--- config.mk ---
export PLATFORM = sky130hd
export DESIGN_NAME = inst_mem_arbiter_flat
export DESIGN_NICKNAME = d
export VERILOG_FILES = /design/src/rtl/inst_mem_arbiter_if.sv /design/src/rtl/inst_mem_arbiter.sv /design/src/flat_wrapper.sv
export SDC_FILE = /design/constraint.sdc
export NUM_CORES = 1
export LEC_CHECK = 0
export CAP_MARGIN = 20
export CORE_ASPECT_RATIO = 1.2
export CORE_MARGIN = 2
export CORE_UTILIZATION = 34
export CTS_CLUSTER_DIAMETER = 150
export CTS_CLUSTER_SIZE = 10
export DETAILED_ROUTE_END_ITERATION = 8
export PLACE_DENSITY = 0.78
export SYNTH_ARGS = -nofsm -noshare
export SYNTH_HDL_FRONTEND = slang
export SYNTH_SLANG_ARGS = --single-unit
--- constraint.sdc ---
create_clock -name clk_i -period 1.55 [get_ports clk_i]
set_input_delay 0.31 -clock clk_i [delete_from_list [all_inputs] [get_ports clk_i]]
set_output_delay 0.31 -clock clk_i [all_outputs]
set_load 0.01 [all_outputs]
--- src/rtl/inst_mem_arbiter_if.sv ---
// Bus bundle joining the two fetch masters, the arbiter and the instruction memory.
// The slave view belongs to the arbiter; the master view drives the arbiter's inputs.
interface inst_mem_arbiter_if;
    logic        m0_req_i;
    logic [31:0] m0_addr_i;
    logic        m0_ack_o;
    logic        m0_error_o;
    logic [31:0] m0_data_o;
    logic        m1_req_i;
    logic [31:0] m1_addr_i;
    logic        m1_ack_o;
    logic        m1_error_o;
    logic [31:0] m1_data_o;
    logic        mem_req_o;
    logic [31:0] mem_addr_o;
    logic        mem_ack_i;
    logic        mem_error_i;
    logic [31:0] mem_data_i;
    logic        busy_o;
    logic        gnt_id_o;

    modport slave (
        input  m0_req_i, m0_addr_i, m1_req_i, m1_addr_i,
        input  mem_ack_i, mem_error_i, mem_data_i,
        output m0_ack_o, m0_error_o, m0_data_o,
        output m1_ack_o, m1_error_o, m1_data_o,
        output mem_req_o, mem_addr_o, busy_o, gnt_id_o
    );

    modport master (
        output m0_req_i, m0_addr_i, m1_req_i, m1_addr_i,
        output mem_ack_i, mem_error_i, mem_data_i,
        input  m0_ack_o, m0_error_o, m0_data_o,
        input  m1_ack_o, m1_error_o, m1_data_o,
        input  mem_req_o, mem_addr_o, busy_o, gnt_id_o
    );
endinterface

--- src/rtl/inst_mem_arbiter.sv ---
// Round-robin arbiter sharing one instruction-memory port between two fetch masters,
// locking the port per transaction and closing hung transactions with a timeout error.
module inst_mem_arbiter #(
    parameter int unsigned TIMEOUT_CYCLES = 64
) (
    input  logic              clk_i,
    input  logic              rst_i,
    inst_mem_arbiter_if.slave bus
);
    localparam int unsigned CNT_W    = (TIMEOUT_CYCLES == 0) ? 1 : $clog2(TIMEOUT_CYCLES + 1);
    localparam int unsigned TMO_LAST = (TIMEOUT_CYCLES == 0) ? 0 : TIMEOUT_CYCLES - 1;

    typedef enum logic {
        S_IDLE = 1'b0,
        S_BUSY = 1'b1
    } state_t;

    state_t             r_state;
    state_t             w_state_nxt;
    logic               r_prio;
    logic               r_gnt_id;
    logic               r_mem_req;
    logic [31:0]        r_mem_addr;
    logic [CNT_W-1:0]   r_tmo_cnt;

    logic               w_grant;
    logic               w_gnt_sel;
    logic               w_mem_ack;
    logic               w_timeout;
    logic               w_resp;
    logic               w_resp_err;
    logic [31:0]        w_resp_data;
    logic               w_to_m0;
    logic               w_to_m1;

    always_ff @(posedge clk_i) begin
        if (rst_i) r_state <= S_IDLE;
        else       r_state <= w_state_nxt;
    end

    always_comb begin
        // NOTE: every signal gets a default first so no path through the case infers a latch.
        w_state_nxt = r_state;
        w_grant     = 1'b0;
        w_gnt_sel   = r_prio;
        w_mem_ack   = 1'b0;
        w_timeout   = 1'b0;
        case (r_state)
            S_IDLE: begin
                if (bus.m0_req_i && bus.m1_req_i) w_gnt_sel = r_prio;
                else                              w_gnt_sel = bus.m1_req_i;
                w_grant = bus.m0_req_i || bus.m1_req_i;
                if (w_grant) w_state_nxt = S_BUSY;
            end
            S_BUSY: begin
                w_mem_ack = bus.mem_ack_i;
                w_timeout = (TIMEOUT_CYCLES != 0) && !bus.mem_ack_i
                            && (r_tmo_cnt == CNT_W'(TMO_LAST));
                if (w_mem_ack || w_timeout) w_state_nxt = S_IDLE;
            end
            default: w_state_nxt = S_IDLE;
        endcase

        // Responses are suppressed while reset is held so an abandoned transaction stays silent.
        w_resp      = !rst_i && (w_mem_ack || w_timeout);
        w_resp_err  = w_mem_ack ? bus.mem_error_i : 1'b1;
        w_resp_data = w_mem_ack ? bus.mem_data_i  : 32'h0;
        w_to_m0     = w_resp && !r_gnt_id;
        w_to_m1     = w_resp &&  r_gnt_id;
    end

    always_ff @(posedge clk_i) begin
        if (rst_i) begin
            r_prio     <= 1'b0;
            r_gnt_id   <= 1'b0;
            r_mem_req  <= 1'b0;
            r_mem_addr <= 32'h0;
            r_tmo_cnt  <= '0;
        end else if (w_grant) begin
            r_gnt_id   <= w_gnt_sel;
            r_prio     <= ~w_gnt_sel;
            r_mem_req  <= 1'b1;
            r_mem_addr <= w_gnt_sel ? bus.m1_addr_i : bus.m0_addr_i;
            r_tmo_cnt  <= '0;
        end else if (r_state == S_BUSY) begin
            if (w_state_nxt == S_IDLE) r_mem_req <= 1'b0;
            else                       r_tmo_cnt <= r_tmo_cnt + CNT_W'(1);
        end
    end

    assign bus.m0_ack_o   = w_to_m0;
    assign bus.m0_error_o = w_to_m0 && w_resp_err;
    assign bus.m0_data_o  = w_to_m0 ? w_resp_data : 32'h0;
    assign bus.m1_ack_o   = w_to_m1;
    assign bus.m1_error_o = w_to_m1 && w_resp_err;
    assign bus.m1_data_o  = w_to_m1 ? w_resp_data : 32'h0;
    assign bus.mem_req_o  = r_mem_req;
    assign bus.mem_addr_o = r_mem_addr;
    assign bus.busy_o     = (r_state == S_BUSY);
    assign bus.gnt_id_o   = r_gnt_id;
endmodule

--- src/flat_wrapper.sv ---
// flat-port wrapper written by rule: the top's interface ports become plain ports
module inst_mem_arbiter_flat 
#(
    parameter int unsigned TIMEOUT_CYCLES = 64
)
  (clk_i, rst_i, bus_m0_req_i, bus_m0_addr_i, bus_m1_req_i, bus_m1_addr_i, bus_mem_ack_i, bus_mem_error_i, bus_mem_data_i, bus_m0_ack_o, bus_m0_error_o, bus_m0_data_o, bus_m1_ack_o, bus_m1_error_o, bus_m1_data_o, bus_mem_req_o, bus_mem_addr_o, bus_busy_o, bus_gnt_id_o);
  inst_mem_arbiter_if bus_i ();
  input  logic clk_i;
  input  logic rst_i;
  input wire logic [$bits(bus_i.m0_req_i)-1:0] bus_m0_req_i;
  input wire logic [$bits(bus_i.m0_addr_i)-1:0] bus_m0_addr_i;
  input wire logic [$bits(bus_i.m1_req_i)-1:0] bus_m1_req_i;
  input wire logic [$bits(bus_i.m1_addr_i)-1:0] bus_m1_addr_i;
  input wire logic [$bits(bus_i.mem_ack_i)-1:0] bus_mem_ack_i;
  input wire logic [$bits(bus_i.mem_error_i)-1:0] bus_mem_error_i;
  input wire logic [$bits(bus_i.mem_data_i)-1:0] bus_mem_data_i;
  output wire logic [$bits(bus_i.m0_ack_o)-1:0] bus_m0_ack_o;
  output wire logic [$bits(bus_i.m0_error_o)-1:0] bus_m0_error_o;
  output wire logic [$bits(bus_i.m0_data_o)-1:0] bus_m0_data_o;
  output wire logic [$bits(bus_i.m1_ack_o)-1:0] bus_m1_ack_o;
  output wire logic [$bits(bus_i.m1_error_o)-1:0] bus_m1_error_o;
  output wire logic [$bits(bus_i.m1_data_o)-1:0] bus_m1_data_o;
  output wire logic [$bits(bus_i.mem_req_o)-1:0] bus_mem_req_o;
  output wire logic [$bits(bus_i.mem_addr_o)-1:0] bus_mem_addr_o;
  output wire logic [$bits(bus_i.busy_o)-1:0] bus_busy_o;
  output wire logic [$bits(bus_i.gnt_id_o)-1:0] bus_gnt_id_o;
  assign bus_i.m0_req_i = bus_m0_req_i;
  assign bus_i.m0_addr_i = bus_m0_addr_i;
  assign bus_i.m1_req_i = bus_m1_req_i;
  assign bus_i.m1_addr_i = bus_m1_addr_i;
  assign bus_i.mem_ack_i = bus_mem_ack_i;
  assign bus_i.mem_error_i = bus_mem_error_i;
  assign bus_i.mem_data_i = bus_mem_data_i;
  assign bus_m0_ack_o = bus_i.m0_ack_o;
  assign bus_m0_error_o = bus_i.m0_error_o;
  assign bus_m0_data_o = bus_i.m0_data_o;
  assign bus_m1_ack_o = bus_i.m1_ack_o;
  assign bus_m1_error_o = bus_i.m1_error_o;
  assign bus_m1_data_o = bus_i.m1_data_o;
  assign bus_mem_req_o = bus_i.mem_req_o;
  assign bus_mem_addr_o = bus_i.mem_addr_o;
  assign bus_busy_o = bus_i.busy_o;
  assign bus_gnt_id_o = bus_i.gnt_id_o;
  inst_mem_arbiter #(.TIMEOUT_CYCLES(TIMEOUT_CYCLES)) u_core (.clk_i(clk_i), .rst_i(rst_i), .bus(bus_i));
endmodule
==> run summary, run 1 <==
The post-route fraction of the period consumed by the critical path is 129%, and the HPWL after detailed placement is 8.09 mm. After clock tree synthesis, the clock-pin slew on the worst setup and hold paths is 0.08 ns. The initial antenna violation count is 1.

For the internal power, the log shows 0.00237 W. The final layout contains 659 nets. The number of nets with antenna violations after detailed routing is 0.

The clock period minus worst slack is 2.00 ns, and the average vias per placed instance is 5.18. The transition at the pin with the smallest max-transition slack came out at 0.417 ns. TritonCTS built the clock tree. Sequential cells account for 37.7% of the total power. The category of the critical setup timing path is reg2out. Critical register-to-register path startpoint: u_core.r_tmo_cnt[1]. The logs give 31.2% for the met1 layer usage reported by global route and 319 for the synthesized instance count. From bottom edge to top edge, the die measures 99.9 µm.

The total negative slack for setup checks is -20.79 ns, and the routed wire length is 12.3 mm. Data on the critical path is required at its endpoint by 1.24 ns. Power spread over the standard cell area amounts to 603 nW/µm². In this run the biggest area consumer among cell types represents 33.0% of the synthesized area.

The logs give 873 µm² for the register cell area after layout and 0.04 ns for the worst reg-to-reg setup slack. The endpoint with the worst hold slack is u_core.bus.mem_addr_o[0]. The tools report the fraction of power consumed by the clock network as 23.2%. The worst hold path passes through 2 cells.

The average instance in the mapped netlist occupies 8.17 µm². The kind of launch point of the worst setup path is a flip-flop. The logs give 2610 µm² for the summed instance area of the synthesized netlist and 0.501 GHz for the highest attainable clock frequency. The multi-input combinational cells in the finished layout cover a total of 1830 µm². The startpoint of the most critical hold path was u_core.bus.mem_addr_o[0]. In this run, the number of DRC markers left after iteration 0 of detailed routing was 94. The type of destination of the critical path was an output port. In the layout the commonest cells are sky130_fd_sc_hd__clkdlybuf4s50_1, sky130_fd_sc_hd__buf_6, sky130_fd_sc_hd__nor3_1, sky130_fd_sc_hd__and2_4, sky130_fd_sc_hd__nor2_1. The biggest area contributor in the post-synthesis netlist is sky130_fd_sc_hd__dfxtp_1.

The number of nets in the synthesized netlist is 422. In the post-synthesis netlist, the biggest area contributors are sky130_fd_sc_hd__dfxtp_1, sky130_fd_sc_hd__and2_1, sky130_fd_sc_hd__nor4_2. Summing internal, switching and leakage power gives 0.00338 W. The checks that failed: negative setup slack.

For the I/O pin total, the log shows 205. The clock tree synthesis step divided the H-tree into 2 levels. Across the routed clock network, the largest skew measured is 0.00730 ns. The capturing point of the worst reg2reg path was u_core.r_tmo_cnt[3]. In the final layout, the share of cells above drive strength 1 is 44.2%. The via count of the first global-routing pass is 3498. Of the total power, combinational logic draws 39.1%. The number of hold buffers added after CTS was 0. For the pin count of the biggest net entering global routing, the log shows 65. The logs give 0 for the count of endpoints failing hold in the final timing report and 33.0% for the part of the Yosys area used for sequential elements. Length in cells of the worst reg-to-reg path: 7.

The area of the core came out at 7580 µm². VDD sags by at most 432 µV. TritonCTS created 5 clock buffers. The detailed-route wire length per cell works out to 18.9 µm. Leaving out fill and tap cells, the most frequent cell in the layout is sky130_fd_sc_hd__clkdlybuf4s50_1.

The tree is rooted in a sky130_fd_sc_hd__clkbuf_8. The tightest min-delay check is of the reg2reg type. Measured against its own limit, the worst slew margin works out to 72.2%.

Synthesis instantiated 37 different standard cells from the library. Setup repair after global routing could not meet its margin everywhere. The max capacitance violation total is 0, and the count of synthesis-stage warnings from yosys is 0. The power spent charging and discharging nets was 0.00102 W. Before antenna repair, the detailed router went through 5 iterations. Once the floorplan was initialized, standard cells occupied 34.4% of the core.

The switching share of power was 30.0%; the synthesis-stage register bit count was 43. For the number of slew-limit violations in the final report, the log shows 0. The tools report the post-route worst setup slack as -0.446 ns. For the final setup violation count, the log shows 68. After the flow finishes, the layout carries non-filler instances totaling 650.

The worst setup timing slack at the placement stage is -0.820 ns, and the count of port buffers added during placement is 204. The global routing usage on met3 was 6.66%; the clock insertion delay at the later pin of the skew report was 0.29 ns. Largest driver fanout on the critical path: 3. The fraction of met2 tracks used by global routing was 46.4%. The logs give 8390 µm² for the full die area and 35 for the number of standard-cell rows in the floorplan.

For this design the static power due to leakage is 2.31 nW. The filler cells instantiated in the layout total 542. The data arrival time at the worst-slack endpoint is 1.69 ns. After detailed placement, the design holds a cell count of 617. The run finished, with violations left.

The overall global routing resource usage is 26.3%, and the wire length of the first global-routing pass is 17.7 mm. Across all hold checks on the routed design, the worst slack comes to 0.496 ns. The detailed router placed 3367 vias in this run. The tools report the global placer's final weighted congestion as 0.785. From synthesis to final layout, the design area changed by 115%.

For this design, the sink count on the clock tree is 43. In the routed design, unresolved DRC markers number 0. The width of the chip came out at 83.9 µm.

The clock passes through at most 2 buffers. For this run the aggregate overflow at the end of global routing stands at 0. In this run the most used layer during global routing was met2.
metrics by stage:
stage               util (%)  area [µm²]
CTS                     68.8        5220
floorplan                  -        2620
global route            74.1        5610
detailed placement      65.0        4920
finish                  74.1        5610
global placement        65.0        4920
registers in the layout, indices dropped and copies added (netlist names):
name	count
u_core.bus.mem_req_o	1
u_core.r_prio	1
u_core.bus.gnt_id_o	1
u_core.bus.mem_addr_o	32
u_core.r_tmo_cnt	7
u_core.bus.busy_o	1
what timing repair did:
action / in CTS / in global routing
buffers inserted: 16 / 5
cloned: 5 / 2
resized for setup: 347 / 106
pin swaps: 26 / 16
endpoints found under the setup margin: 80 / 95
routing by layer:
metal  vias to the layer above  share of wire (%)
met3                        20                9.3
met5                         -                  0
met1                      1592                 39
met2                       172                 50
met4                         0                2.1
li1                       1583                  -
cell usage after synthesis:
| cell type | n |
|---|---|
| sky130_fd_sc_hd__nor2_1 | 43 |
| sky130_fd_sc_hd__nor4_1 | 4 |
| sky130_fd_sc_hd__o21ai_0 | 2 |
| sky130_fd_sc_hd__nand4_1 | 1 |
| sky130_fd_sc_hd__nand2_1 | 5 |
| sky130_fd_sc_hd__a21oi_1 | 5 |
| sky130_fd_sc_hd__nand4_2 | 1 |
| sky130_fd_sc_hd__buf_4 | 2 |
| sky130_fd_sc_hd__buf_2 | 12 |
| sky130_fd_sc_hd__o211ai_1 | 1 |
| sky130_fd_sc_hd__nand3_1 | 2 |
| sky130_fd_sc_hd__nor3_1 | 65 |
| sky130_fd_sc_hd__inv_2 | 1 |
| sky130_fd_sc_hd__o21ai_4 | 1 |
| sky130_fd_sc_hd__a211oi_1 | 3 |
| sky130_fd_sc_hd__or4_1 | 1 |
| sky130_fd_sc_hd__o22ai_2 | 1 |
| sky130_fd_sc_hd__o22a_1 | 1 |
| sky130_fd_sc_hd__o21ba_1 | 1 |
| sky130_fd_sc_hd__ha_1 | 1 |
| sky130_fd_sc_hd__or3_1 | 1 |
| sky130_fd_sc_hd__o21ai_1 | 1 |
| sky130_fd_sc_hd__o211a_1 | 1 |
| sky130_fd_sc_hd__buf_6 | 4 |
| sky130_fd_sc_hd__nor4_2 | 28 |
| sky130_fd_sc_hd__dfxtp_1 | 43 |
| sky130_fd_sc_hd__o2111ai_1 | 1 |
| sky130_fd_sc_hd__clkbuf_1 | 11 |
| sky130_fd_sc_hd__and2b_4 | 1 |
| sky130_fd_sc_hd__nor2_4 | 1 |
| sky130_fd_sc_hd__nand3b_1 | 1 |
| sky130_fd_sc_hd__nor4b_1 | 2 |
| sky130_fd_sc_hd__xor2_1 | 2 |
| sky130_fd_sc_hd__nor4b_2 | 1 |
| sky130_fd_sc_hd__o21bai_2 | 1 |
| sky130_fd_sc_hd__nand2b_1 | 2 |
| sky130_fd_sc_hd__and2_1 | 65 |
power groups by stage:
| stage | combinational (W) | sequential [W] | clock (W) |
|---|---|---|---|
| after CTS | 0.00125 | 0.00128 | 0.000799 |
| after global placement | 0.00121 | 0.00129 | 0 |
| after global routing | 0.00140 | 0.00129 | 0.000849 |
| after floorplan | 0.000485 | 0.00135 | 0 |
| after detailed placement | 0.00122 | 0.00130 | 0 |
| final | 0.00132 | 0.00128 | 0.000785 |
critical path: stages (launching register included):
cell                        delay (ns)
sky130_fd_sc_hd__dfxtp_4          0.37
sky130_fd_sc_hd__nor4b_4          0.27
sky130_fd_sc_hd__buf_4            0.19
sky130_fd_sc_hd__clkbuf_16        0.13
sky130_fd_sc_hd__buf_6            0.10
sky130_fd_sc_hd__buf_6            0.10
sky130_fd_sc_hd__and2_4           0.14
sky130_fd_sc_hd__buf_6            0.10
final cells by class:
class                           instances  area share, %
Clock buffer                            8           1.78
Timing Repair Buffer                  259           47.8
Inverter                                1         0.0669
Antenna cell                            1         0.0446
Tap cell                               92           2.05
Sequential cell                        43           15.6
Multi-Input combinational cell        246           32.7
cell families (layout without fill, tap and decap cells):
logic type                 count (synthesis)  count (layout)  synth area share [%]
xor gates and xnor gates                   2               2                 0.672
buffers and inverters                     30             268                  6.33
other                                      0               1                     0
adders and majority gates                  1               1                 0.480
and+or+nand+nor                          224             224                  53.8
DFF                                       43              43                  33.0
AOI/OAI and AO/OA                         19              19                  5.66
worst max-delay path by stage:
stage | start | to | depth (start not counted)
after floorplan | u_core.bus.busy_o | bus_m0_data_o[10] | 4
after global placement | bus_mem_ack_i | bus_m0_data_o[23] | 6
after detailed placement | bus_mem_ack_i | bus_m0_data_o[8] | 6
after CTS | u_core.bus.gnt_id_o | bus_m0_data_o[10] | 6
after global routing | bus_mem_ack_i | bus_m0_data_o[12] | 9
final | u_core.bus.gnt_id_o | bus_m0_data_o[12] | 7
Note: power is estimated with default switching activity, not from simulation.
==> inputs of run 2 (changes only) <==
--- a/config.mk
+++ b/config.mk
@@ -9,7 +9,6 @@
 export CORE_ASPECT_RATIO = 1.2
 export CORE_MARGIN = 2
 export CORE_UTILIZATION = 34
-export CTS_CLUSTER_DIAMETER = 150
 export CTS_CLUSTER_SIZE = 10
 export DETAILED_ROUTE_END_ITERATION = 8
 export PLACE_DENSITY = 0.78
==> results of run 2 <==
The final DEF is identical to that of run 1; final timing and power are the same.
